## config.mk

```make
export PLATFORM = sky130hd
export DESIGN_NAME = ntt_piso_ctrl
export DESIGN_NICKNAME = d
export VERILOG_FILES = /design/src/rtl/ntt_piso_ctrl_pkg.sv /design/src/rtl/ntt_piso_vld_track.sv /design/src/rtl/ntt_piso_ctrl.sv
export SDC_FILE = /design/constraint.sdc
export NUM_CORES = 1
export LEC_CHECK = 0
export CORE_MARGIN = 4
export CORE_UTILIZATION = 40
export DETAILED_ROUTE_END_ITERATION = 12
export GPL_TIMING_DRIVEN = 0
export PLACE_DENSITY = 0.84
export SYNTH_ARGS = -nofsm -noshare
export SYNTH_HDL_FRONTEND = slang
export SYNTH_SLANG_ARGS = --single-unit
```

## constraint.sdc

```tcl
create_clock -name clk_i -period 2.4 [get_ports clk_i]
set_clock_uncertainty 0.2 [all_clocks]
set_input_delay 0.48 -clock clk_i [delete_from_list [all_inputs] [get_ports clk_i]]
set_output_delay 0.48 -clock clk_i [all_outputs]
set_load 0.005 [all_outputs]
```

## src/rtl/ntt_piso_ctrl_pkg.sv

```systemverilog
// ntt_piso_ctrl_pkg
// Shared constants for the NTT PISO FIFO sequencer: coefficient and line geometry,
// the default polynomial length and the sequencer state encodings.
// No ports.

package ntt_piso_ctrl_pkg;

    localparam int unsigned CoefW       = 24;
    localparam int unsigned CoefPerLine = 4;
    localparam int unsigned LineW       = CoefW * CoefPerLine;
    localparam int unsigned NLinesDef   = 64;

    typedef logic [LineW-1:0] line_t;

    // Sequencer states, kept as plain constants for legacy tool flows.
    localparam logic [1:0] StIdle  = 2'd0;
    localparam logic [1:0] StRun   = 2'd1;
    localparam logic [1:0] StDrain = 2'd2;

endpackage

```

## src/rtl/ntt_piso_vld_track.sv

```systemverilog
// ntt_piso_vld_track
// Valid shadow of the PISO FIFO. It is a DEPTH-entry bit shift register plus an output
// bit that moves under exactly the same ce/load rules as the data FIFO, so the output
// bit says whether the FIFO's data_out holds a live coefficient. Unlike the FIFO it is
// reset, which keeps stale FIFO contents from ever being flagged valid.
// Ports:
//   clk_i    clock
//   rst_ni   asynchronous active-low reset
//   ce_i     FIFO clock enable
//   load_i   FIFO parallel load (entries 0..3)
//   valid_o  data_out of the FIFO is live

module ntt_piso_vld_track #(
    parameter int unsigned DEPTH = 4
) (
    input  logic clk_i,
    input  logic rst_ni,
    input  logic ce_i,
    input  logic load_i,
    output logic valid_o
);

    logic [DEPTH-1:0] sr_q, sr_d;
    logic             out_q, out_d;

    always_comb begin
        sr_d  = sr_q;
        out_d = out_q;
        if (ce_i) begin
            out_d = sr_q[DEPTH-1];
            for (int i = 1; i < int'(DEPTH); i++) begin
                sr_d[i] = sr_q[i-1];
            end
            sr_d[0] = 1'b0;
            // A load overwrites the four lowest entries; higher entries still shift.
            if (load_i) begin
                sr_d[3:0] = 4'b1111;
            end
        end
    end

    always_ff @(posedge clk_i or negedge rst_ni) begin
        if (!rst_ni) begin
            sr_q  <= '0;
            out_q <= 1'b0;
        end else begin
            sr_q  <= sr_d;
            out_q <= out_d;
        end
    end

    assign valid_o = out_q;

endmodule

```

## src/rtl/ntt_piso_ctrl.sv

```systemverilog
// ntt_piso_ctrl
// Sequencer for the NTT parallel-in/serial-out coefficient FIFO. Fetches 4-coefficient
// lines from the coefficient RAM, keeps one line ahead in a buffer, drives the FIFO's
// ce/load/line inputs and presents the FIFO's serial output as a valid/ready stream.
// One start streams one whole polynomial (NLINES*4 coefficients).
// Build option: define NTT_PISO_CTRL_BITREV_EN to fetch lines in bit-reversed address
// order; streaming timing is the same either way.
// Ports:
//   clk_i, rst_ni          clock, asynchronous active-low reset
//   start_i                one-cycle pulse, begin a polynomial (ignored while busy)
//   busy_o, done_o         busy from accepted start; done one cycle after last handshake
//   mem_ren_o, mem_raddr_o RAM read port request (data returns the following cycle)
//   mem_rdata_i            RAM line data
//   piso_ce_o, piso_load_o FIFO enable / parallel load
//   piso_line_o            FIFO line input, from the line buffer
//   out_valid_o/out_ready_i/out_last_o  output stream qualifiers

module ntt_piso_ctrl
    import ntt_piso_ctrl_pkg::*;
#(
    parameter int unsigned DEPTH  = 4,
    parameter int unsigned NLINES = NLinesDef,
    parameter int unsigned AW     = 6
) (
    input  logic             clk_i,
    input  logic             rst_ni,
    input  logic             start_i,
    output logic             busy_o,
    output logic             done_o,
    output logic             mem_ren_o,
    output logic [AW-1:0]    mem_raddr_o,
    input  logic [LineW-1:0] mem_rdata_i,
    output logic             piso_ce_o,
    output logic             piso_load_o,
    output logic [LineW-1:0] piso_line_o,
    output logic             out_valid_o,
    input  logic             out_ready_i,
    output logic             out_last_o
);

    localparam int unsigned     LW       = $clog2(NLINES);
    localparam logic [AW:0]     NLinesC  = (AW+1)'(NLINES);
    localparam logic [AW:0]     LastLine = (AW+1)'(NLINES - 1);
    localparam logic [AW+1:0]   LastCoef = (AW+2)'(NLINES * CoefPerLine - 1);

    logic [1:0]    state_q, state_d;
    logic [AW:0]   rd_cnt_q, rd_cnt_d;
    logic [AW:0]   ld_cnt_q, ld_cnt_d;
    logic [AW+1:0] out_cnt_q, out_cnt_d;
    logic [1:0]    phase_q, phase_d;
    logic          rd_pend_q, rd_pend_d;
    line_t         buf_q, buf_d;
    logic          buf_vld_q, buf_vld_d;
    logic          done_q, done_d;

    logic busy, run, drain, stall, ce, load, ren, hs, last;

    assign busy  = (state_q != StIdle);
    assign run   = (state_q == StRun);
    assign drain = (state_q == StDrain);
    // Only a live coefficient that downstream refuses can hold the FIFO; bubbles never do.
    assign stall = out_valid_o & ~out_ready_i;
    // At phase 0 the FIFO must load, so without a buffered line it is simply not clocked.
    assign ce    = ~stall & (run ? ((phase_q != 2'd0) | buf_vld_q) : drain);
    assign load  = ce & (phase_q == 2'd0) & buf_vld_q & run;
    assign ren   = busy & ~buf_vld_q & ~rd_pend_q & (rd_cnt_q < NLinesC);
    assign hs    = out_valid_o & out_ready_i;
    assign last  = out_valid_o & (out_cnt_q == LastCoef);

    always_comb begin
        state_d   = state_q;
        rd_cnt_d  = rd_cnt_q;
        ld_cnt_d  = ld_cnt_q;
        out_cnt_d = out_cnt_q;
        phase_d   = phase_q;
        rd_pend_d = ren;
        buf_d     = buf_q;
        buf_vld_d = buf_vld_q;
        done_d    = 1'b0;

        // A pending read implies an empty buffer, so capture and load never coincide.
        if (rd_pend_q) begin
            buf_d     = mem_rdata_i;
            buf_vld_d = 1'b1;
        end
        if (load) begin
            buf_vld_d = 1'b0;
            ld_cnt_d  = ld_cnt_q + 1'b1;
        end
        if (ren) begin
            rd_cnt_d = rd_cnt_q + 1'b1;
        end
        if (ce) begin
            phase_d = phase_q + 2'd1;
        end
        if (hs) begin
            out_cnt_d = out_cnt_q + 1'b1;
        end

        case (state_q)
            StIdle: begin
                if (start_i) begin
                    state_d   = StRun;
                    rd_cnt_d  = '0;
                    ld_cnt_d  = '0;
                    out_cnt_d = '0;
                    phase_d   = 2'd0;
                    rd_pend_d = 1'b0;
                    buf_vld_d = 1'b0;
                end
            end
            StRun: begin
                if (load && (ld_cnt_q == LastLine)) begin
                    state_d = StDrain;
                end
            end
            StDrain: begin
                if (hs && last) begin
                    state_d = StIdle;
                    done_d  = 1'b1;
                end
            end
            default: state_d = StIdle;
        endcase
    end

    always_ff @(posedge clk_i or negedge rst_ni) begin
        if (!rst_ni) begin
            state_q   <= StIdle;
            rd_cnt_q  <= '0;
            ld_cnt_q  <= '0;
            out_cnt_q <= '0;
            phase_q   <= 2'd0;
            rd_pend_q <= 1'b0;
            buf_q     <= '0;
            buf_vld_q <= 1'b0;
            done_q    <= 1'b0;
        end else begin
            state_q   <= state_d;
            rd_cnt_q  <= rd_cnt_d;
            ld_cnt_q  <= ld_cnt_d;
            out_cnt_q <= out_cnt_d;
            phase_q   <= phase_d;
            rd_pend_q <= rd_pend_d;
            buf_q     <= buf_d;
            buf_vld_q <= buf_vld_d;
            done_q    <= done_d;
        end
    end

    always_comb begin
        mem_raddr_o = '0;
`ifdef NTT_PISO_CTRL_BITREV_EN
        for (int i = 0; i < int'(LW); i++) begin
            mem_raddr_o[i] = rd_cnt_q[int'(LW) - 1 - i];
        end
`else
        mem_raddr_o = rd_cnt_q[AW-1:0];
`endif
    end

    ntt_piso_vld_track #(
        .DEPTH (DEPTH)
    ) u_vld_track (
        .clk_i   (clk_i),
        .rst_ni  (rst_ni),
        .ce_i    (ce),
        .load_i  (load),
        .valid_o (out_valid_o)
    );

    assign busy_o      = busy;
    assign done_o      = done_q;
    assign mem_ren_o   = ren;
    assign piso_ce_o   = ce;
    assign piso_load_o = load;
    assign piso_line_o = buf_q;
    assign out_last_o  = last;

endmodule
```

==> Word-level counts from Yosys, hierarchy flattened <==
Cells that the tools add are included.
W data, S select, Z words.
{ "classes": {"n_eq_ne": 7, "bitwise": 15, "reduce_logical": 7, "mux": 26, "n_addsub": 4, "n_lt_le_gt_ge": 1} }
{ "ops": {"columns": ["operator", "count"], "rows": [
  ["$mux W7", 6],
  ["$mux W8", 3],
  ["$add A7 B1 Y7 const B", 2],
  ["$mux W2", 6],
  ["$and A1 B1 Y1", 10],
  ["$mux W1", 9],
  ["$add A8 B1 Y8 const B", 1],
  ["$eq A8 B8 Y1 const B", 1],
  ["$eq A7 B6 Y1 const B", 1],
  ["$lt A7 B7 Y1 const B", 1],
  ["$pmux W2 S3", 1],
  ["$logic_not A2 Y1", 2],
  ["$mux W4", 1],
  ["$ne A2 B1 Y1 const B", 2],
  ["$not A1 Y1", 4],
  ["$reduce_bool A2 Y1", 2],
  ["$reduce_and A3 Y1", 1],
  ["$add A2 B1 Y2 const B", 1],
  ["$eq A2 B1 Y1 const B", 1],
  ["$eq A2 B2 Y1 const B", 1],
  ["$logic_and A1 B1 Y1", 2],
  ["$ne A2 B2 Y1 const B", 1],
  ["$or A1 B1 Y1", 1]
]} }
{ "word_totals": {"ff_bits": 130, "wordCells": 71, "input_bits": 100} }

==> Depth between registers and ports, before layout <==
{ "depth": {"ltp_word": 10, "mapped_depth": 6} }

==> By module <==
A second synthesis with hierarchy kept.
{ "unflattened": {"hier_cells": 372, "area_unflattened_um2": 5243.8} }
{ "by_module_without_submodules": {"columns": ["module", "instances", "seq_area_each_um2", "area_each_um2", "cells_per_inst"], "rows": [
  ["ntt_piso_ctrl", 1, 3128.0, 5039.8, 355],
  ["ntt_piso_vld_track", 1, 125.1, 203.9, 17]
]} }

==> Least setup slack after synthesis <==
No wires, ideal clock.
{ "synth_path": {"kind": "register to output", "from": "reg phase_q[0]", "to": "out piso_ce_o", "required_time_ns": 1.720, "slack_ns": 0.533, "arrival_ns": 1.187, "path_buffers": 0, "path_stages_with_launch": 6, "cell_sequence": "dfrtp_1 -> inv_1 -> ha_1 -> nor2b_1 -> o21a_1 -> nor2_1"} }
{ "synth_via": {"elab_chain_cells": 4} }
{ "synth_rtl": {"columns": ["element", "line", "text"], "rows": [
  ["start: declaration", "ntt_piso_ctrl.sv:50", "logic [1:0] phase_q, phase_d;"],
  ["start signal: assignment", "ntt_piso_ctrl.sv:143", "phase_q <= phase_d;"],
  ["$reduce_bool A2 Y1", "ntt_piso_ctrl.sv:64", "assign ce = ~stall & (run ? ((phase_q != 2'd0) | buf_vld_q) : drain);"],
  ["$or A1 B1 Y1", "ntt_piso_ctrl.sv:64", null],
  ["$mux W1", "ntt_piso_ctrl.sv:64", null],
  ["$and A1 B1 Y1", "ntt_piso_ctrl.sv:64", null],
  ["end: declaration", "ntt_piso_ctrl.sv:33", "output logic piso_ce_o,"]
]} }
Every way passes these cells.

==> Worst setup path after layout <==
{ "layout_path": {"from": "reg rd_pend_q", "to": "out mem_ren_o"} }
{ "layout_via": {"elab_chain_cells": 3} }
{ "layout_rtl": {"columns": ["element", "line", "text"], "rows": [
  ["start: declaration", "ntt_piso_ctrl.sv:51", "logic rd_pend_q, rd_pend_d;"],
  ["start signal: assignment", "ntt_piso_ctrl.sv:144", "rd_pend_q <= rd_pend_d;"],
  ["$not A1 Y1", "ntt_piso_ctrl.sv:66", "assign ren = busy & ~buf_vld_q & ~rd_pend_q & (rd_cnt_q < NLinesC);"],
  ["$and A1 B1 Y1 (2 in series)", "ntt_piso_ctrl.sv:66", null],
  ["end: declaration", "ntt_piso_ctrl.sv:30", "output logic mem_ren_o,"]
]} }
Every way passes these cells.

==> metrics.csv <==
metric;value;unit
P&R area growth vs syn;57.35;%
Worst Path Max Fanout;9;
first-pass GRT wire length;21.09;mm
NumNets Final;716;
critical path endpoint category;output pin;
first-pass iteration count of the detailed router;4;
register area share after synthesis;62.44;%
RSZ-0062 raised after global routing;no;
Clock Sinks;130;
Worst-Skew Late Latency;0.40;ns
I/O pin cnt;209;
cts bufs inserted;17;
MaxCap Viol Count;0;
synth top area cells;dfrtp_1, mux2_2, xnor2_1;
Pleak;0.003403;uW
Synth cell types;37;
Pint;4281;uW
commonest non-fill, non-tap cells in the layout;clkdlybuf4s50_1, dfrtp_1, mux2_2;
synthesized flop and latch total;130;
Final min period;2.331;ns
Power per Cell Area;675.7;nW/um2
Reg-to-Reg Start;phase_q[0];
worst setup margin;0.06901;ns
Die Area;14910;um2
Post-Syn Area;5210;um2
total track usage;18.41;%
DR DRC count;0;
WL/cell;16.84;um
port bufs;208;
relative max-transition margin;62.54;%
core region area;12670;um2
initial core utilization;41.12;%
CTS tree;built;
status;finished clean;
clk buf depth;2;
Post-Syn Nets;476;
FF/Latch Area;3254;um2
Clk network pwr share;40.7;%
Slew @ Worst Pin;0.5618;ns
post-route ant nets;0;
H-tree levels;4;
# diodes;0;
initial antenna violation count;0;
Fill cells;937;
row cnt;41;
Net Switching;1258;uW
Avg Cell Area, Syn;14.01;um2
Worst EP arrival;1.65;ns
VDD IR max;0.0003190;V
Sequential Power Share;44.9;%
CP Launch Type;flop;
Final Hold Viols;0;
largest net degree at the start of global routing;74;
combinational power share;14.4;%
top cell type's share of synthesized area;62.44;%
fin crit share;97.12;%
Worst Hold Launch;rd_cnt_q[6];
Fmax;429.0;MHz
final worst hold slack;0.2989;ns
vias per cell;4.845;
Post-Place Setup Slack;-0.4765;ns
Max Slew Vio Count;0;
die height;122.1;um
Finish-stage setup viols;0;
cell accounting for the most synthesized area;dfrtp_1;
GRT Residual Overflow;0;
Net Sw Frac;22.71;%
Clock Root Buffer;clkbuf_16;
die extent in x;122.1;um
final wirelength;13.40;mm
share of cells above drive strength 1;26.12;%
multi-input logic area;1864;um2
Critical Path RT;1.72;ns
Detailed Place HPWL;9.919;mm
Synthesis Warnings;0;
total number of vias;3857;
vias in the first global route;4083;
Mapped Cells;372;
CP Class;flop to output pin;
commonest non-fill, non-tap cell in the layout;clkdlybuf4s50_1;
Reg clk slew, reported paths;0.05;ns
DR iter-0 viols;151;
hold crit path type;flop to flop;
GPL Wtd Cong;0.8148;
CP Launch Point;rd_pend_q;
==> stage by stage <==
stage | TNS [ns] | area [um2] | instances | utilization, % | power [uW]
floorplan | 0 | 5210 | 372 | - | 2784
global placement | -547.28 | 7507 | 752 | 59.25 | 3230
detailed placement | -0.9380 | 7536 | 753 | 59.47 | 3269
CTS | 0 | 8170 | 793 | 64.48 | 5606
global route | 0 | 8198 | 796 | 64.70 | 5810
finish | 0 | 8198 | 796 | 64.70 | 5539
==> routing by layer <==
| metal | global-route usage (%) | wire length [um] | vias up |
|---|---|---|---|
| li1 | - | - | 1783 |
| met1 | 21.45 | 5073 | 1903 |
| met2 | 31.80 | 7043 | 151 |
| met3 | 5.850 | 999 | 20 |
| met4 | 6.928 | 286 | 0 |
| met5 | 0 | 0 | - |
==> Yosys cell counts, drive strengths merged <==
cell type / instances
a21oi: 7
a22o: 1
a31oi: 3
a32o: 1
and2: 1
buf: 12
clkbuf: 7
dfrtp: 130
ha: 4
inv: 9
mux2: 96
mux2i: 5
nand2: 17
nand2b: 4
nand3: 10
nand4: 3
nand4b: 1
nor2: 22
nor2b: 2
nor3: 7
nor4: 4
o211ai: 1
o21a: 1
o21ai: 5
o21bai: 1
o22ai: 1
o32ai: 1
or3: 5
xnor2: 9
xor2: 2
==> final timing paths <==
kind / endpoint / slack [ns] / cells after the start
max in group asynchronous: buf_vld_q / 0.83 / 3
min: rd_cnt_q[6] / 0.30 / 1
min in group asynchronous: piso_line_o[0] / 0.42 / 2
max: mem_ren_o / 0.07 / 4
min reg2reg: rd_cnt_q[6] / 0.30 / 1
max reg2reg: ld_cnt_q[6] / 0.37 / 7
==> sequential cells by signal, indices dropped and copies added (netlist names) <==
| signal | cells |
|---|---|
| buf_vld_q | 1 |
| rd_cnt_q | 7 |
| piso_line_o | 96 |
| u_vld_track.sr_q | 4 |
| u_vld_track.valid_o | 1 |
| phase_q | 2 |
| state_q | 2 |
| ld_cnt_q | 7 |
| out_cnt_q | 8 |
| rd_pend_q | 1 |
| done_o | 1 |
==> cell families (layout without fill, tap and decap cells) <==
| logic type | Yosys count | in the layout | synth area share [%] |
|---|---|---|---|
| AND/OR/NAND/NOR | 76 | 76 | 7.853 |
| buffers and inverters | 28 | 280 | 2.594 |
| flip-flops | 130 | 130 | 62.44 |
| multiplexers | 101 | 101 | 21.71 |
| XOR/XNOR | 11 | 11 | 1.849 |
| adder cells (fa/ha/maj) | 4 | 4 | 0.9607 |
| AO/OA/AOI/OAI | 22 | 22 | 2.594 |
==> layout make-up <==
type                       instances  area share [%]
sequential                       130           39.70
timing repair buffer             221           26.79
multi-input combinational        214           22.74
clock buffer                      26           6.090
tap                              172           2.625
buffer                            19           1.313
inverter                           9          0.4121
clock inverter                     5          0.3358
==> timing repair <==
| action | 4_1_cts | 5_1_grt |
|---|---|---|
| pin swaps | 6 | 3 |
| buffers inserted | 8 | 3 |
| endpoints found under the hold margin | 57 | 0 |
| hold buffers | 1 | 0 |
| setup endpoints to repair | 5 | 3 |
| gates resized for setup | 22 | 2 |
==> power groups by stage <==
| stage | clock network, uW | registers [uW] | logic, uW |
|---|---|---|---|
| 3_5_place_dp | 0 | 2530 | 742 |
| 6_report | 2260 | 2490 | 795 |
| 2_1_floorplan | 0 | 2510 | 271 |
| 5_1_grt | 2420 | 2510 | 876 |
| 3_3_place_gp | 0 | 2510 | 715 |
| 4_1_cts | 2320 | 2490 | 801 |
==> critical path: stages, from the launching register on <==
cell and delay [ns]:
dfrtp_1 0.37, buf_6 0.15, or3_4 0.39, nor2_4 0.13, clkdlybuf4s15_2 0.22
(Power assumes the default switching activity.)
